[config.mk]
export PLATFORM = sky130hd
export DESIGN_NAME = mem_access
export DESIGN_NICKNAME = d
export VERILOG_FILES = /design/src/rtl/mem_access.sv
export SDC_FILE = /design/constraint.sdc
export NUM_CORES = 1
export LEC_CHECK = 0
export CAP_MARGIN = 20
export CORE_AREA = 8 8 208 210
export CTS_CLUSTER_SIZE = 30
export DETAILED_ROUTE_END_ITERATION = 10
export DIE_AREA = 0 0 216 218
export HOLD_SLACK_MARGIN = 0.08
export SLEW_MARGIN = 0
export SYNTH_ARGS = -nofsm -noshare
export SYNTH_HDL_FRONTEND = slang
export SYNTH_SLANG_ARGS = --single-unit
[constraint.sdc]
create_clock -name clk -period 6.6 [get_ports clk]
set_input_delay 1.32 -clock clk [delete_from_list [all_inputs] [get_ports clk]]
set_output_delay 1.32 -clock clk [all_outputs]
set_load 0.005 [all_outputs]
[src/rtl/mem_access.sv]
// mem_access: RV64 memory-access stage. Turns load/store ops into single
// 64-bit-word data-bus transactions (req/gnt, then rvalid), builds byte
// strobes and replicated store data, and extends load data. Stalls upstream
// through hold_o while a transaction is in flight.
// Build option MEM_MISALIGN_TRAP_EN: misaligned H/W/D ops raise exc_o and skip
// the bus; when undefined, the low offset bits are masked to natural alignment.

package mem_access_pkg;
  localparam int unsigned DATA_LEN = 64;
  localparam int unsigned REG_IDX  = 5;
  localparam int unsigned STRB_W   = DATA_LEN / 8;
endpackage

module mem_access
  import mem_access_pkg::*;
(
  input  logic                clk,
  input  logic                rst,
  input  logic                valid_i,
  input  logic                rmem_i,
  input  logic                wmem_i,
  input  logic                wb_i,
  input  logic [2:0]          funct3_i,
  input  logic [DATA_LEN-1:0] addr_i,
  input  logic [DATA_LEN-1:0] wdata_i,
  input  logic [DATA_LEN-1:0] result_i,
  input  logic [REG_IDX-1:0]  rd_idx_i,
  input  logic                hold_i,
  output logic [DATA_LEN-1:0] raddr_o,
  output logic [DATA_LEN-1:0] result_o,
  output logic [REG_IDX-1:0]  rd_idx_o,
  output logic                wb_o,
  output logic                rmem_o,
  output logic                wmem_o,
  output logic                hold_o,
  output logic                exc_o,
  output logic                dbus_req_o,
  output logic                dbus_we_o,
  output logic [DATA_LEN-1:0] dbus_addr_o,
  output logic [DATA_LEN-1:0] dbus_wdata_o,
  output logic [STRB_W-1:0]   dbus_wstrb_o,
  input  logic                dbus_gnt_i,
  input  logic                dbus_rvalid_i,
  input  logic [DATA_LEN-1:0] dbus_rdata_i
);

  typedef enum logic [1:0] {S_IDLE, S_REQ, S_WAIT, S_DONE} state_e;

  state_e              state_q, state_d;
  logic [DATA_LEN-1:0] addr_q, wdata_q, rdata_q;
  logic [2:0]          funct3_q;
  logic                we_q;
  logic [STRB_W-1:0]   wstrb_q;

  logic                mem_op_c, misalign_c, start_c, trap_c;
  logic [2:0]          st_off_c, ld_off_c;
  logic [STRB_W-1:0]   st_strb_c;
  logic [DATA_LEN-1:0] st_wdata_c, ld_shift_c, ld_data_c;

  // Offset bits that survive natural alignment for a given access size
  function automatic logic [2:0] off_mask(input logic [1:0] sz);
    case (sz)
      2'b00:   return 3'b111;
      2'b01:   return 3'b110;
      2'b10:   return 3'b100;
      default: return 3'b000;
    endcase
  endfunction

  assign mem_op_c = valid_i & (rmem_i | wmem_i);
`ifdef MEM_MISALIGN_TRAP_EN
  assign misalign_c = |(addr_i[2:0] & ~off_mask(funct3_i[1:0]));
`else
  assign misalign_c = 1'b0;
`endif
  assign start_c = (state_q == S_IDLE) & mem_op_c & ~misalign_c;
  assign trap_c  = (state_q == S_IDLE) & mem_op_c & misalign_c;

  // Store lane placement computed from the incoming op
  always_comb begin
    st_off_c   = addr_i[2:0] & off_mask(funct3_i[1:0]);
    st_strb_c  = '0;
    st_wdata_c = wdata_i;
    case (funct3_i[1:0])
      2'b00: begin
        st_strb_c  = STRB_W'(8'h01 << st_off_c);
        st_wdata_c = {8{wdata_i[7:0]}};
      end
      2'b01: begin
        st_strb_c  = STRB_W'(8'h03 << st_off_c);
        st_wdata_c = {4{wdata_i[15:0]}};
      end
      2'b10: begin
        st_strb_c  = STRB_W'(8'h0F << st_off_c);
        st_wdata_c = {2{wdata_i[31:0]}};
      end
      default: st_strb_c = 8'hFF;
    endcase
  end

  // Load lane extraction and sign/zero extension from the latched op
  always_comb begin
    ld_off_c   = addr_q[2:0] & off_mask(funct3_q[1:0]);
    ld_shift_c = dbus_rdata_i >> {ld_off_c, 3'b000};
    case (funct3_q)
      3'b000:  ld_data_c = {{56{ld_shift_c[7]}},  ld_shift_c[7:0]};
      3'b001:  ld_data_c = {{48{ld_shift_c[15]}}, ld_shift_c[15:0]};
      3'b010:  ld_data_c = {{32{ld_shift_c[31]}}, ld_shift_c[31:0]};
      3'b100:  ld_data_c = {56'd0, ld_shift_c[7:0]};
      3'b101:  ld_data_c = {48'd0, ld_shift_c[15:0]};
      3'b110:  ld_data_c = {32'd0, ld_shift_c[31:0]};
      default: ld_data_c = ld_shift_c;
    endcase
  end

  // FSM state register
  always_ff @(posedge clk or negedge rst) begin
    if (!rst) state_q <= S_IDLE;
    else      state_q <= state_d;
  end

  // FSM next-state logic
  always_comb begin
    state_d = state_q;
    case (state_q)
      S_IDLE:  if (start_c)       state_d = S_REQ;
      S_REQ:   if (dbus_gnt_i)    state_d = S_WAIT;
      S_WAIT:  if (dbus_rvalid_i) state_d = S_DONE;
      S_DONE:  if (!hold_i)       state_d = S_IDLE;
      default:                    state_d = S_IDLE;
    endcase
  end

  // FSM outputs: stall, bus request, result mux, trap handling
  always_comb begin
    hold_o     = 1'b0;
    dbus_req_o = 1'b0;
    result_o   = result_i;
    exc_o      = 1'b0;
    wb_o       = wb_i;
    rmem_o     = rmem_i;
    wmem_o     = wmem_i;
    case (state_q)
      S_IDLE:  hold_o = start_c;
      S_REQ: begin
        hold_o     = 1'b1;
        dbus_req_o = 1'b1;
      end
      S_WAIT:  hold_o = 1'b1;
      S_DONE:  result_o = rdata_q;
      default: ;
    endcase
    if (trap_c) begin
      exc_o  = 1'b1;
      wb_o   = 1'b0;
      rmem_o = 1'b0;
      wmem_o = 1'b0;
    end
    if (!rst) begin
      hold_o = 1'b0;
      exc_o  = 1'b0;
    end
  end

  // Op latch on acceptance and load-data capture on rvalid
  always_ff @(posedge clk or negedge rst) begin
    if (!rst) begin
      addr_q   <= '0;
      funct3_q <= '0;
      wdata_q  <= '0;
      wstrb_q  <= '0;
      we_q     <= 1'b0;
      rdata_q  <= '0;
    end else begin
      if (start_c) begin
        addr_q   <= addr_i;
        funct3_q <= funct3_i;
        wdata_q  <= st_wdata_c;
        wstrb_q  <= wmem_i ? st_strb_c : '0;
        we_q     <= wmem_i;
      end
      if ((state_q == S_WAIT) && dbus_rvalid_i && !we_q) rdata_q <= ld_data_c;
    end
  end

  assign raddr_o      = addr_i;
  assign rd_idx_o     = rd_idx_i;
  assign dbus_addr_o  = {addr_q[DATA_LEN-1:3], 3'b000};
  assign dbus_we_o    = we_q;
  assign dbus_wdata_o = wdata_q;
  assign dbus_wstrb_o = wstrb_q;

endmodule

==> flow_summary_export.csv <==
group,metric,value,unit
detailed_routing,drtAntennaViolNets,0,
clock_network,h-tree-depth,1,
min_path,min_path_cells,2,
yosys,yosysSeqAreaShare,42.9,%
clock_network,clockRootBuffer,"clkbuf_16",
power_and_ir_drop,power_density,417,mW/mm^2
setup_path,crit_slowest_cell,"clkdlybuf4s50_1",
grt,globalRoute.totalOverflow,0,
die,die-area,0.0471,sq mm
power_and_ir_drop,pwr-share-clk,20.1,%
die,initial_core_util,29.9,%
power_and_ir_drop,power,7.37,mW
power_and_ir_drop,p_seq_share,31.3,%
yosys,yosys_warnings,0,
setup_path,crit_family,"buffers and inverters",
sta,finalCriticalPeriod,4.56,ns
detailed_routing,via_per_inst,4.85,
detailed_routing,drtIter0Drc,611,
power_and_ir_drop,p_leak,7.41,nW
sta,skew,0.0181,ns
setup_path,cp_max_fo,3,
detailed_routing,wl,50200,um
cells_and_area,syn_to_final_growth,47.2,%
setup_path,cp.required,5.28,ns
flow_run,drv_cap,0,
outcome,run_status,"finished, final reports clean",
sta,finalSetupTns,0,ns
yosys,ys_top_cells_by_area,"dfrtp_1, nand2_1, buf_4, mux2_2, nor2_1",
detailed_routing,drcViolationCount,0,
yosys,ys_types,56,
cells_and_area,final_util,44.0,%
sta,setup_viol,0,
yosys,syn_area,0.0120,sq mm
clock_network,cts_resized,0,
setup_path,path_cells,"clkdlybuf4s50_1 > o21ai_0 > nor2_4 > nor2_1 > nor3b_1 > clkdlybuf4s50_1",
die,ioPinCount,549,
cells_and_area,final_common_cell,"clkdlybuf4s50_1",
min_path,hold_path_class,"flop to flop",
sta,slew_headroom,34.0,%
power_and_ir_drop,vdd_ir_drop_max,0.222,mV
die,coreArea,0.0402,sq mm
grt,antenna_found_initial,2,
place,post_dp_cell_area,0.0168,sq mm
power_and_ir_drop,swShare,36.9,%
yosys,synthSimpleGateAreaFrac,20.5,%
sta,worst_pin_slew,0.985,ns
yosys,yosysTopAreaCell,"dfrtp_1",
die,fp-row-count,74,
die,die_w,216,um
sta,drv_slew,0,
sta,hold_viol,0,
detailed_routing,drtPass1Iterations,5,
yosys,synth.top_cell.area_share,42.9,%
setup_path,crit_arrival,3.24,ns
cells_and_area,final_area,0.0177,sq mm
place,hpwl,38300,um
grt,grt_max_degree,66,
clock_network,cts.sinks,206,
power_and_ir_drop,intPower,4.65,mW
yosys,muxShareOfSynthArea,9.62,%
yosys,ys_ff_latch,206,
cells_and_area,mostFrequentLayoutCells,"clkdlybuf4s50_1, nand2_1, dfrtp_1",
yosys,synth_flop_cell,"dfrtp_1",
die,die_h,218,um
cells_and_area,final_net_count,2055,
yosys,synth_xor_area_share,0,%
cells_and_area,nFillCells,3994,
setup_path,worst_path_largest_cell_delay,0.63,ns
place,portBuffers,532,
setup_path,cp-start-kind,"primary input",
place,place.gp.congestion,0.906,
yosys,synth_edf_count,0,
clock_network,cts_tree,"done",
yosys,synth_top_family_by_area,"simple AND/OR/NAND/NOR gates",
sta,timing.fmax,219,MHz
setup_path,critPathKind,"primary input to primary output",
detailed_routing,vias,11300,
yosys,syn_avg_cell_area,8.46,sq um
clock_network,postCtsSetupBuffers,0,
sta,rsz0062_at_grt,"no",
clock_network,clk_latency,0.55,ns
setup_path,critPathCaptureType,"primary output",
yosys,synth_fa_ha_area_share,1.04,%
cells_and_area,drive_gt1_share,9.63,%
yosys,postSynthCellCount,1419,
yosys,async_flop_share,100,%
grt,grt_pass1_vias,11800,
grt,grt_pass1_wl,74300,um
setup_path,worstRegToRegCells,7,
setup_path,cp_num_cells,6,
clock_network,cts_buffers,26,
power_and_ir_drop,pwr-share-comb,48.6,%
clock_network,cts_hold_buf,0,
power_and_ir_drop,p_switching,2.72,mW
yosys,synth_compound_area_share,13.9,%
setup_path,crit_path_frequent_cell,"clkdlybuf4s50_1",
clock_network,clk_pin_slew,0.06,ns
clock_network,clock_path_buffers,3,
sta,period_share,69.1,%
detailed_routing,post_drt_wl_per_cell,21.6,um
grt,grt.total_usage,20.2,%
setup_path,cp_num_buf_inv,2,
==> synth_stat cells (all sizes together), types with 2 or more instances <==
master,n
mux2i,40
a22oi,23
a211oi,3
a31oi,5
nor4,2
dfrtp,206
nand2b,8
a21oi,100
o211ai,4
a2111oi,16
a221oi,9
o221ai,2
nor4bb,2
o22ai,19
o21ai,47
nand3,11
o21a,2
inv,7
and2,2
or2,5
nor3b,2
mux2,67
nor2b,5
nor2,175
clkbuf,74
buf,155
nand2,384
ha,10
and3,4
a32oi,4
nor3,3
o32a,6
o22a,4
==> power groups by stage <==
stage | combinational [mW] | sequential, mW | clock [mW]
global route | 3.91 | 2.39 | 1.58
global placement | 3.59 | 2.30 | 0
finish | 3.58 | 2.31 | 1.48
CTS | 3.62 | 2.31 | 1.53
floorplan | 2.00 | 2.19 | 0
detailed placement | 3.60 | 2.32 | 0
==> cells by family (layout without fill, tap and decap cells) <==
kind of cell / after synthesis / count (layout)
adders and majority gates: 10 / 10
buffers and inverters: 236 / 601
muxes: 107 / 107
other: 1 / 7
and+or+nand+nor: 609 / 609
DFF: 206 / 206
AOI/OAI and AO/OA: 250 / 250
==> final timing paths <==
check	start	endpoint	slack [ns]
setup / recovery	wmem_i	hold_o	2.04
hold / removal	addr_q[54]	addr_q[54]	0.47
setup reg to reg	funct3_q[0]	rdata_q[21]	3.31
hold reg to reg	addr_q[54]	addr_q[54]	0.47
max in group asynchronous	rst	addr_q[23]	4.02
min in group asynchronous	rst	rdata_q[43]	0.65
==> metal layers <==
layer  up-vias  GRT usage, %  wire length (um)
met3        71          7.02              4590
met2       512          34.6             24200
li1       5326             -                 -
met5         -             0                 0
met4         0          7.24              1890
met1      5346          23.3             19500
==> per-stage QoR <==
step | hold WS, ns | instances | setup WS (ns)
3_3_place_gp | 0.457 | 2275 | 2.02
3_5_place_dp | 0.461 | 2275 | 1.99
6_report | 0.472 | 2322 | 2.04
5_1_grt | 0.498 | 2321 | 1.94
4_1_cts | 0.475 | 2318 | 1.97
2_1_floorplan | 0.444 | 1422 | 3.04
==> state kept, by name, summed over array words and instances (netlist names) <==
register	count
dbus_wdata_o	64
state_q	2
addr_q	64
rdata_q	64
dbus_wstrb_o	8
dbus_we_o	1
funct3_q	3
==> final cells by class <==
cell class              count  area (sq um)  area share, %
clock inverters            11           174          0.984
clock buffers              32           703           3.98
flip-flops and latches    206          5150           29.2
repair buffers            551          5490           31.1
inverters                   7          26.3          0.149
well taps                 532           666           3.76
diodes                      3          7.51         0.0425
multi-input cells         980          5460           30.9
==> tightest hold or removal path, stage by stage, from the launching register on <==
cell	delay (ns)
dfrtp_1	0.34
nand2_1	0.05
nand2_1	0.05
Power figures use the tool's default switching activity.
